File: src/rtl/byte_packer_if.sv
// Byte-in / word-out stream signals of byte_packer, grouped for port binding.
// The slave modport is the packer's side; master is the environment driving it.
interface byte_packer_if;
    logic        i_valid;
    logic        o_ready;
    logic [7:0]  i_data;
    logic        i_last;
    logic        o_valid;
    logic        i_ready;
    logic [31:0] o_data;
    logic [3:0]  o_keep;
    logic        o_last;

    modport slave (
        input  i_valid,
        input  i_data,
        input  i_last,
        input  i_ready,
        output o_ready,
        output o_valid,
        output o_data,
        output o_keep,
        output o_last
    );

    modport master (
        output i_valid,
        output i_data,
        output i_last,
        output i_ready,
        input  o_ready,
        input  o_valid,
        input  o_data,
        input  o_keep,
        input  o_last
    );
endinterface

File: src/rtl/byte_packer.sv
// Packs a byte stream into little-endian 32-bit words with lane keeps; partial
// words close on i_last, or are flushed after FLUSH_TIMEOUT idle cycles.
module byte_packer #(
    parameter int unsigned FLUSH_TIMEOUT = 16
) (
    input  logic          clk,
    input  logic          reset,
    byte_packer_if.slave  bus
);
    localparam int unsigned IW = (FLUSH_TIMEOUT > 0) ? $clog2(FLUSH_TIMEOUT + 1) : 1;
    localparam logic [IW-1:0] IDLE_MAX = IW'(FLUSH_TIMEOUT);

    logic [23:0]   acc;
    logic [1:0]    cnt;
    logic [IW-1:0] idle;

    logic [31:0] data_q;
    logic [3:0]  keep_q;
    logic        last_q;
    logic        valid_q;

    logic        out_free;
    logic        accept;
    logic        complete;
    logic        flush;
    logic [3:0]  keep_part;
    logic [3:0]  keep_full;
    logic [31:0] word_part;
    logic [31:0] word_full;
    logic [2:0]  cnt_inc;

    assign out_free    = !valid_q || bus.i_ready;
    assign bus.o_ready = out_free;
    assign accept      = bus.i_valid && out_free;
    assign complete    = accept && ((cnt == 2'd3) || bus.i_last);
    assign flush       = (FLUSH_TIMEOUT != 0) && (cnt != 2'd0) && (idle == IDLE_MAX)
                         && !accept && out_free;

    assign cnt_inc   = {1'b0, cnt} + 3'd1;
    assign keep_part = 4'((5'd1 << cnt) - 5'd1);
    assign keep_full = 4'((5'd1 << cnt_inc) - 5'd1);

    // Lanes at or above cnt are masked so stale accumulator bits never leak out.
    always_comb begin
        word_part = {8'h00, acc & {{8{keep_part[2]}}, {8{keep_part[1]}}, {8{keep_part[0]}}}};
        word_full = word_part;
        case (cnt)
            2'd0:    word_full[7:0]   = bus.i_data;
            2'd1:    word_full[15:8]  = bus.i_data;
            2'd2:    word_full[23:16] = bus.i_data;
            default: word_full[31:24] = bus.i_data;
        endcase
    end

    always_ff @(posedge clk) begin
        if (reset) begin
            acc <= '0;
            cnt <= '0;
        end else if (complete || flush) begin
            acc <= '0;
            cnt <= '0;
        end else if (accept) begin
            case (cnt)
                2'd0:    acc[7:0]   <= bus.i_data;
                2'd1:    acc[15:8]  <= bus.i_data;
                default: acc[23:16] <= bus.i_data;
            endcase
            cnt <= cnt + 2'd1;
        end
    end

    // Saturates at IDLE_MAX, so a flush held off by backpressure stays armed.
    always_ff @(posedge clk) begin
        if (reset || accept || flush || (cnt == 2'd0)) begin
            idle <= '0;
        end else if (idle != IDLE_MAX) begin
            idle <= idle + 1'b1;
        end
    end

    always_ff @(posedge clk) begin
        if (reset) begin
            data_q  <= '0;
            keep_q  <= '0;
            last_q  <= 1'b0;
            valid_q <= 1'b0;
        end else if (complete) begin
            data_q  <= word_full;
            keep_q  <= keep_full;
            last_q  <= bus.i_last;
            valid_q <= 1'b1;
        end else if (flush) begin
            data_q  <= word_part;
            keep_q  <= keep_part;
            last_q  <= 1'b0;
            valid_q <= 1'b1;
        end else if (bus.i_ready) begin
            valid_q <= 1'b0;
        end
    end

    assign bus.o_valid = valid_q;
    assign bus.o_data  = data_q;
    assign bus.o_keep  = keep_q;
    assign bus.o_last  = last_q;
endmodule

File: src/flat_wrapper.sv
// flat-port wrapper written by rule: the top's interface ports become plain ports
module byte_packer_flat 
#(
    parameter int unsigned FLUSH_TIMEOUT = 16
)
  (clk, reset, bus_i_valid, bus_i_data, bus_i_last, bus_i_ready, bus_o_ready, bus_o_valid, bus_o_data, bus_o_keep, bus_o_last);
  byte_packer_if bus_i ();
  input  logic clk;
  input  logic reset;
  input wire logic [$bits(bus_i.i_valid)-1:0] bus_i_valid;
  input wire logic [$bits(bus_i.i_data)-1:0] bus_i_data;
  input wire logic [$bits(bus_i.i_last)-1:0] bus_i_last;
  input wire logic [$bits(bus_i.i_ready)-1:0] bus_i_ready;
  output wire logic [$bits(bus_i.o_ready)-1:0] bus_o_ready;
  output wire logic [$bits(bus_i.o_valid)-1:0] bus_o_valid;
  output wire logic [$bits(bus_i.o_data)-1:0] bus_o_data;
  output wire logic [$bits(bus_i.o_keep)-1:0] bus_o_keep;
  output wire logic [$bits(bus_i.o_last)-1:0] bus_o_last;
  assign bus_i.i_valid = bus_i_valid;
  assign bus_i.i_data = bus_i_data;
  assign bus_i.i_last = bus_i_last;
  assign bus_i.i_ready = bus_i_ready;
  assign bus_o_ready = bus_i.o_ready;
  assign bus_o_valid = bus_i.o_valid;
  assign bus_o_data = bus_i.o_data;
  assign bus_o_keep = bus_i.o_keep;
  assign bus_o_last = bus_i.o_last;
  byte_packer #(.FLUSH_TIMEOUT(FLUSH_TIMEOUT)) u_core (.clk(clk), .reset(reset), .bus(bus_i));
endmodule
File: config.mk
export PLATFORM = sky130hd
export DESIGN_NAME = byte_packer_flat
export DESIGN_NICKNAME = d
export VERILOG_FILES = /design/src/rtl/byte_packer_if.sv /design/src/rtl/byte_packer.sv /design/src/flat_wrapper.sv
export SDC_FILE = /design/constraint.sdc
export NUM_CORES = 1
export LEC_CHECK = 0
export ABC_AREA = 0
export CORE_MARGIN = 10
export CORE_UTILIZATION = 53
export CTS_BUF_LIST = sky130_fd_sc_hd__clkbuf_8 sky130_fd_sc_hd__clkbuf_16
export DETAILED_ROUTE_END_ITERATION = 12
export PLACE_DENSITY_LB_ADDON = 0.25
export SETUP_SLACK_MARGIN = 0.3
export SLEW_MARGIN = 20
export SYNTH_ARGS = -nofsm -noshare
export SYNTH_HDL_FRONTEND = slang
export SYNTH_SLANG_ARGS = --single-unit
File: constraint.sdc
create_clock -name clk -period 2.93 [get_ports clk]
set_input_delay 0.7325 -clock clk [delete_from_list [all_inputs] [get_ports clk]]
set_output_delay 0.7325 -clock clk [all_outputs]
set_load 0.02 [all_outputs]
# Word level (Yosys, flattened, before mapping)
# Cells that the tools add are included.
# totals
ff_bits,69
inputBits,13
output_inout_bits,39
wordCells,59
# classes
addsub,5
eq_ne,5
n_shift,2
mux,13
bitwise_logic,2
n_reduce_logical,23
# op_table
op,n
$mux 32,2
$mux 8,4
$and 24x24->24,1
$mux 4,2
$sub 4x1->4 const B,2
$logic_or 1x1->1,6
$reduce_and 2->1,3
$add 5x1->5 const B,1
$eq 5x5->1 const B,1
$logic_and 1x1->1,5
$mux 1,5
$ne 5x5->1 const B,1
$eq 2x2->1 const B,2
$reduce_bool 2->1,2
$reduce_or 2->1,2
$shl 1x2->4 const A,1
$shl 1x3->4 const A,1
$add 2x1->3 const B,1
$reduce_bool 3->1,1
$reduce_or 3->1,1
$add 2x1->2 const B,1
$eq 2x1->1 const B,1
$logic_not 1->1,2
$logic_not 2->1,1
$not 1->1,1

# Logic depth before layout (Yosys ltp)
# Gate-level depths: netlist (run 1).
# logic_depth
ltp_word,8
depth_mapped,10
mapped_depth_nobuf,7

# Worst setup path after synthesis (run 1)
# Ideal clock, no wire load.
# synth_path
path_type,register to register
start,register u_core.cnt[1]
end,"register u_core.data_q[13], in the netlist u_core.bus.o_data[13]"
setup_time_ns,0.088
arrival_time_ns,2.001
t_required_ns,2.842
path_slack_ns,0.840
stages_incl_launch_ff,9
n_path_buf,2
synth_period_minus_slack_ns,2.090
cell_sequence,dfxtp_1 > inv_1 > ha_1 > clkbuf_1 > buf_1 > inv_1 > ha_1 > nand3b_1 > a311oi_2
# synth_between
elab_chain_len,5
elab_cells_between_ends,15
cone_classes,add/sub: 1; eq/ne: 2; shift: 1; mux: 3; bitwise: 1; reduce/logical: 7
# synth_lines
element,line_no,source
"start, declared",byte_packer.sv:14,logic [1:0] cnt;
"start signal, assigned",byte_packer.sv:68,cnt <= cnt + 2'd1;
$shl 1x2->4 / $reduce_bool 2->1 (equally long branches),"byte_packer.sv:40, byte_packer.sv:36",
$sub 4x1->4 / $logic_and 1x1->1 (equally long branches),"byte_packer.sv:40, byte_packer.sv:36",
$and 24x24->24 / $logic_and 1x1->1 (equally long branches),"byte_packer.sv:45, byte_packer.sv:37",
"$mux 32, or another cell as far along",byte_packer.sv:92,end else if (flush) begin
$mux 32 / $reduce_bool 2->1 (equally long branches),-,
"end signal, assigned",byte_packer.sv:88,data_q <= word_full;
"end signal, assigned",byte_packer.sv:93,data_q <= word_part;
"end, declared",byte_packer.sv:17,logic [31:0] data_q;
# Several ways; a longest one is shown, not always the timed one. The select of a mux whose other input is x is not followed.
# A chain may end at the register's enable or synchronous reset.

# Final worst setup path (run 1)
# layout_path
start,input bus_i_ready
end,output bus_o_ready
# layout_between
elab_chain_len,1
# layout_lines
element,line_no,source
"start, declared",flat_wrapper.sv:13,input wire logic [$bits(bus_i.i_ready)-1:0] bus_i_ready;
$logic_or 1x1->1,byte_packer.sv:32,assign out_free = !valid_q || bus.i_ready;
"end, declared",flat_wrapper.sv:14,output wire logic [$bits(bus_i.o_ready)-1:0] bus_o_ready;
# No other way between the ends.

==> flow_summary.ini, run 1 <==
[run_status]
status = finished, final reports clean

[route]
via_per_inst = 6.04
wl_um = 8410
vias = 2777
drc = 0
ant_nets = 0
post_drt_wl_per_cell_um = 18.3
dr.pass1.iters = 5
drtIter0Drc = 229

[logic_synthesis]
synth.net_count = 362
ys_seq_elements = 69
syn_avg_cell_area_um2 = 9.04
ys_types = 42
syn_inst = 340
syn_area_mm2 = 0.00307
yosysSeqAreaShare = 0.449
yosysWarnings = 0

[setup_path]
cpMaxStageDelayCell = clkdlybuf4s50_1
cp_data_required_time_ns = 2.20
slowest_delay_ns = 0.45
crit_chain = clkdlybuf4s50_1 -> and2b_1 -> inv_1 -> dlygate4sd2_1
worstPathArrival_ns = 1.79
crit_path_start_kind = primary input
endpoint_kind = output pin
worstSetupPathType = in2out
path_max_fanout = 2

[timing]
rsz0062_at_grt = no
worst_hold_slack_ns = 0.458
setup_ws_ns = 0.411
final_hold_viol_count = 0
maxSlewViolCount = 0
setup_viol = 0
slew-limit-headroom = 0.623
maxClockFrequency_mhz = 397
tns_ns = 0
fin_crit_ns = 2.52
fin_crit_sh = 0.860
tightest_slew_ns = 0.565
skew_ns = 0.00526

[floorplan]
rows = 27
start_util = 0.552
dieArea_mm2 = 0.00925
ios = 52
die_width_um = 96.2
die_h_um = 96.2
fp.coreArea_mm2 = 0.00557

[cts]
cts_sinks = 69
clk_pin_slew_ns = 0.06
cts_tree = yes
clockBufferDepth = 2
htreeDepth = 3
cts-buffers-inserted = 9
cts-root-buf = clkbuf_8
insertion_delay_ns = 0.34
holdBufCountCts = 0
post-cts-setup-buffer-count = 0

[placed_design]
dp_hpwl_um = 5720
port-buffer-count = 51
dp.cells = 446
place_area_mm2 = 0.00360
gp_congestion = 0.833
dp_worst_setup_slack_ns = 0.136

[power_and_ir_drop]
p_leak_nw = 1.31
power.density_mw_per_mm2 = 536
ir_worst_vdd_mv = 0.374
fin_total_pwr_mw = 2.01

[global_routing]
antenna_found_initial = 0
grt_pass1_vias = 2564
grt_overflow_total = 0
grt_start_max_net_pins = 30
grt_usage = 0.180
grt_first_pass_wirelength_um = 12900

[final_layout]
diodes = 0
fin_util = 0.675
final_common_cell = dfxtp_1
drive_gt1_frac = 0.0928
final_nets = 407
layout_common_cells = dfxtp_1 (69), clkdlybuf4s50_1 (50), nand3_1 (48)
syn_to_final_growth_pct = 22.4
fin_cells = 460
fin_area_mm2 = 0.00376

[worst_hold_path]
hold_path_class = reg2reg

[flow_run]
max_cap_violations = 0
## power by group
| part | switching, mW | internal [mW] |
|---|---|---|
| Combinational | 0.201 | 0.141 |
| Clock | 0.331 | 0.338 |
| Sequential | 0.0246 | 0.980 |
| Total | 0.556 | 1.46 |
## cell type report
class | count | area (um^2)
Clock buffer | 11 | 151
Clock inverter | 3 | 13.8
Fill cell | 474 | 1810
Inverter | 8 | 30.0
Multi-Input combinational cell | 234 | 1480
Sequential cell | 69 | 1380
Tap cell | 72 | 90.1
Timing Repair Buffer | 63 | 612
## cell usage after synthesis (all sizes together)
master,n,area (um^2)
dfxtp,69,1380
nand3,49,250
a21oi,30,150
nor2,26,100
nand2,22,85.1
buf,21,149
nor3,17,85.1
a311oi,16,165
a32oi,9,78.8
ha,9,113
mux2i,9,90.1
o31ai,9,67.6
a22oi,8,60.1
clkbuf,8,30.0
inv,8,30.0
nand3b,8,60.1
xnor2,4,35.0
and3,2,17.5
nand4,2,12.5
o21ai,2,10.0
xor2,2,17.5
a32o,1,10.0
and2,1,6.26
and2b,1,7.51
and4,1,8.76
nand4b,1,8.76
nor2b,1,6.26
nor3b,1,12.5
nor4bb,1,10.0
o211a,1,10.0
or2,1,6.26
## repair_timing
item	4_1_cts	5_1_grt
resized for setup	1	0
endpoints found under the hold margin	0	0
setup endpoints to repair	1	0
## critical path: cells and delay by family
kind                   cells  cell delay (ns)
buffers and inverters      3             0.86
AND/OR/NAND/NOR            1             0.20
## flip-flops by register name (all words and copies together) (netlist names)
name                flops
u_core.acc             24
u_core.bus.o_data      32
u_core.bus.o_keep       4
u_core.bus.o_last       1
u_core.bus.o_valid      1
u_core.cnt              2
u_core.idle             5
## final timing paths
kind	slack [ns]	to	startpoint	depth (start not counted)
setup / recovery	0.41	bus_o_ready	bus_i_ready	4
hold / removal	0.46	u_core.acc[17]	u_core.acc[17]	2
setup reg to reg	0.85	u_core.acc[21]	u_core.cnt[0]	7
hold reg to reg	0.46	u_core.acc[17]	u_core.acc[17]	2
## logic make-up (layout without fill, tap and decap cells)
group	Yosys count	after routing	share of synthesized area
AND/OR/NAND/NOR	134	134	0.220
AO/OA/AOI/OAI	76	76	0.179
flip-flops	69	69	0.449
buffers and inverters	37	85	0.0680
adder cells (fa/ha/maj)	9	9	0.0366
multiplexers	9	9	0.0293
XOR/XNOR	6	6	0.0171
## layer usage
| metal | share of wire | vias up | wire, um | GRT usage |
|---|---|---|---|---|
| li1 | - | 1331 | - | - |
| met1 | 0.43 | 1306 | 3620 | 0.231 |
| met2 | 0.45 | 117 | 3790 | 0.276 |
| met3 | 0.094 | 23 | 790 | 0.0467 |
| met4 | 0.025 | 0 | 206 | 0.0848 |
| met5 | 0 | - | 0 | 0 |
Note: power is estimated with default switching activity, not from simulation.
==> run 2, diff against run 1 <==
- CORE_UTILIZATION: 53 -> 62
- DONT_BUFFER_PORTS: not set -> 1
==> flow_summary.ini, run 2 (synthesized netlist as in run 1, its figures left out) <==
[final_layout]
fin_util = 0.677
drive_gt1_frac = 0.0931
final_common_cell = dfxtp_1
diodes = 0
layout_common_cells = dfxtp_1 (69), nand3_1 (48), a21oi_1 (30)
regArea_mm2 = 0.00138
final_nets = 352
multiInputGateArea_mm2 = 0.00148
largest_register_ff_count = 32
n_fill_cell = 402
syn_to_final_growth_pct = 4.72
fin_area_mm2 = 0.00322

[setup_path]
timing.rr.end = u_core.acc[22]
reg2reg_setup_slack_ns = 0.81
endpoint_kind = flop
worstSetupPathType = reg2reg
crit_path_start_kind = flop
cp_data_required_time_ns = 3.14
r2r_start = u_core.cnt[0]
path_max_fanout = 10
rr_worst_depth = 7
startpoint = u_core.cnt[0]
worstPathArrival_ns = 2.33

[timing]
fin_crit_sh = 0.725
maxSlewViolCount = 0
tns_ns = 0
final_hold_viol_count = 0
skew_ns = 0.00691
worst_hold_slack_ns = 0.454
slew-limit-headroom = 0.627
maxClockFrequency_mhz = 471
setup_ws_ns = 0.805
rsz0062_at_grt = no
setup_viol = 0
tightest_slew_ns = 0.558
fin_crit_ns = 2.12

[route]
drc = 0
wl_um = 7830
dr.pass1.iters = 8
post_drt_wl_per_cell_um = 19.6
via_per_inst = 6.55
drtIter0Drc = 280
ant_nets = 0
vias = 2620

[floorplan]
dieArea_mm2 = 0.00817
ios = 52
rows = 25
die_width_um = 90.4
die_h_um = 90.4
fp.coreArea_mm2 = 0.00475
start_util = 0.647

[global_routing]
grt_start_max_net_pins = 31
grt_overflow_total = 0
grt_first_pass_wirelength_um = 12900
antenna_found_initial = 0
grt_usage = 0.192
grt_pass1_vias = 2426

[cts]
cts-root-buf = clkbuf_8
insertion_delay_ns = 0.34
clk_pin_slew_ns = 0.07
post-cts-setup-buffer-count = 0
holdBufCountCts = 0
htreeDepth = 3
clockBufferDepth = 2
cts_sinks = 69
cts-buffers-inserted = 9
cts_tree = yes
ctsResizeCount = 0

[placed_design]
dp_hpwl_um = 5190
port-buffer-count = 0
place_area_mm2 = 0.00304
gp_congestion = 0.802
dp_worst_setup_slack_ns = 0.617

[power_and_ir_drop]
power.density_mw_per_mm2 = 614
p_leak_nw = 1.11
ir_worst_vdd_mv = 0.408

[flow_run]
max_cap_violations = 0

[worst_hold_path]
whs_endpoint = u_core.bus.o_data[14]
hold_path_class = in2reg
worstHoldStart = reset
hold_path_depth = 1

[run_status]
status = finished, final reports clean
-- run 2: changes by cell type in the layout (fill, tap and decap cells not counted), sizes merged --
| cell | previous run | this run |
|---|---|---|
| clkdlybuf4s50 | 50 | 0 |
| buf | 12 | 8 |
| bufinv | 0 | 1 |
| clkbuf | 11 | 10 |
| clkinv | 2 | 1 |
| dlygate4sd2 | 1 | 0 |
| inv | 9 | 10 |
-- run 2: how the worst max path moves through the flow --
stage,to,depth (start not counted)
finish,u_core.acc[22],7
global route,u_core.acc[23],7
CTS,u_core.acc[22],7
detailed placement,u_core.acc[19],6
global placement,u_core.bus.o_keep[0],6
floorplan,u_core.bus.o_data[13],8
-- run 2: worst max-delay path: stages (launching register included) --
cell and delay [ns]:
dfxtp_1 0.44, inv_1 0.12, ha_1 0.26, inv_2 0.17
ha_1 0.39, nand3_1 0.34, nand2_1 0.18, a21oi_1 0.08
-- run 2: final cells by class --
type,instances,share of cell area
Multi-Input combinational cell,234,0.461
Tap cell,67,0.0260
Sequential cell,69,0.429
Inverter,8,0.00933
Timing Repair Buffer,8,0.0187
Clock inverter,4,0.0132
Clock buffer,10,0.0428
-- run 2: power by group --
group	internal [mW]	leakage, nW	switching (mW)	total [mW]
logic	0.0794	0.452	0.126	0.206
clock network	0.399	0.101	0.329	0.729
registers	0.980	0.562	0.0620	1.04
-- run 2: through the flow --
stage,power [mW],cells
after detailed placement,1.27,386
after global placement,1.26,386
after floorplan,1.23,340
after global routing,2.05,400
final,1.98,400
after CTS,1.98,400
-- run 2: metal layers --
| metal | GRT usage | up-vias | routed length (um) | share of wire |
|---|---|---|---|---|
| met5 | 0 | - | 0 | 0 |
| met1 | 0.246 | 1251 | 3280 | 0.42 |
| li1 | - | 1218 | - | - |
| met4 | 0.0955 | 0 | 195 | 0.025 |
| met3 | 0.0507 | 14 | 791 | 0.10 |
| met2 | 0.292 | 137 | 3560 | 0.46 |
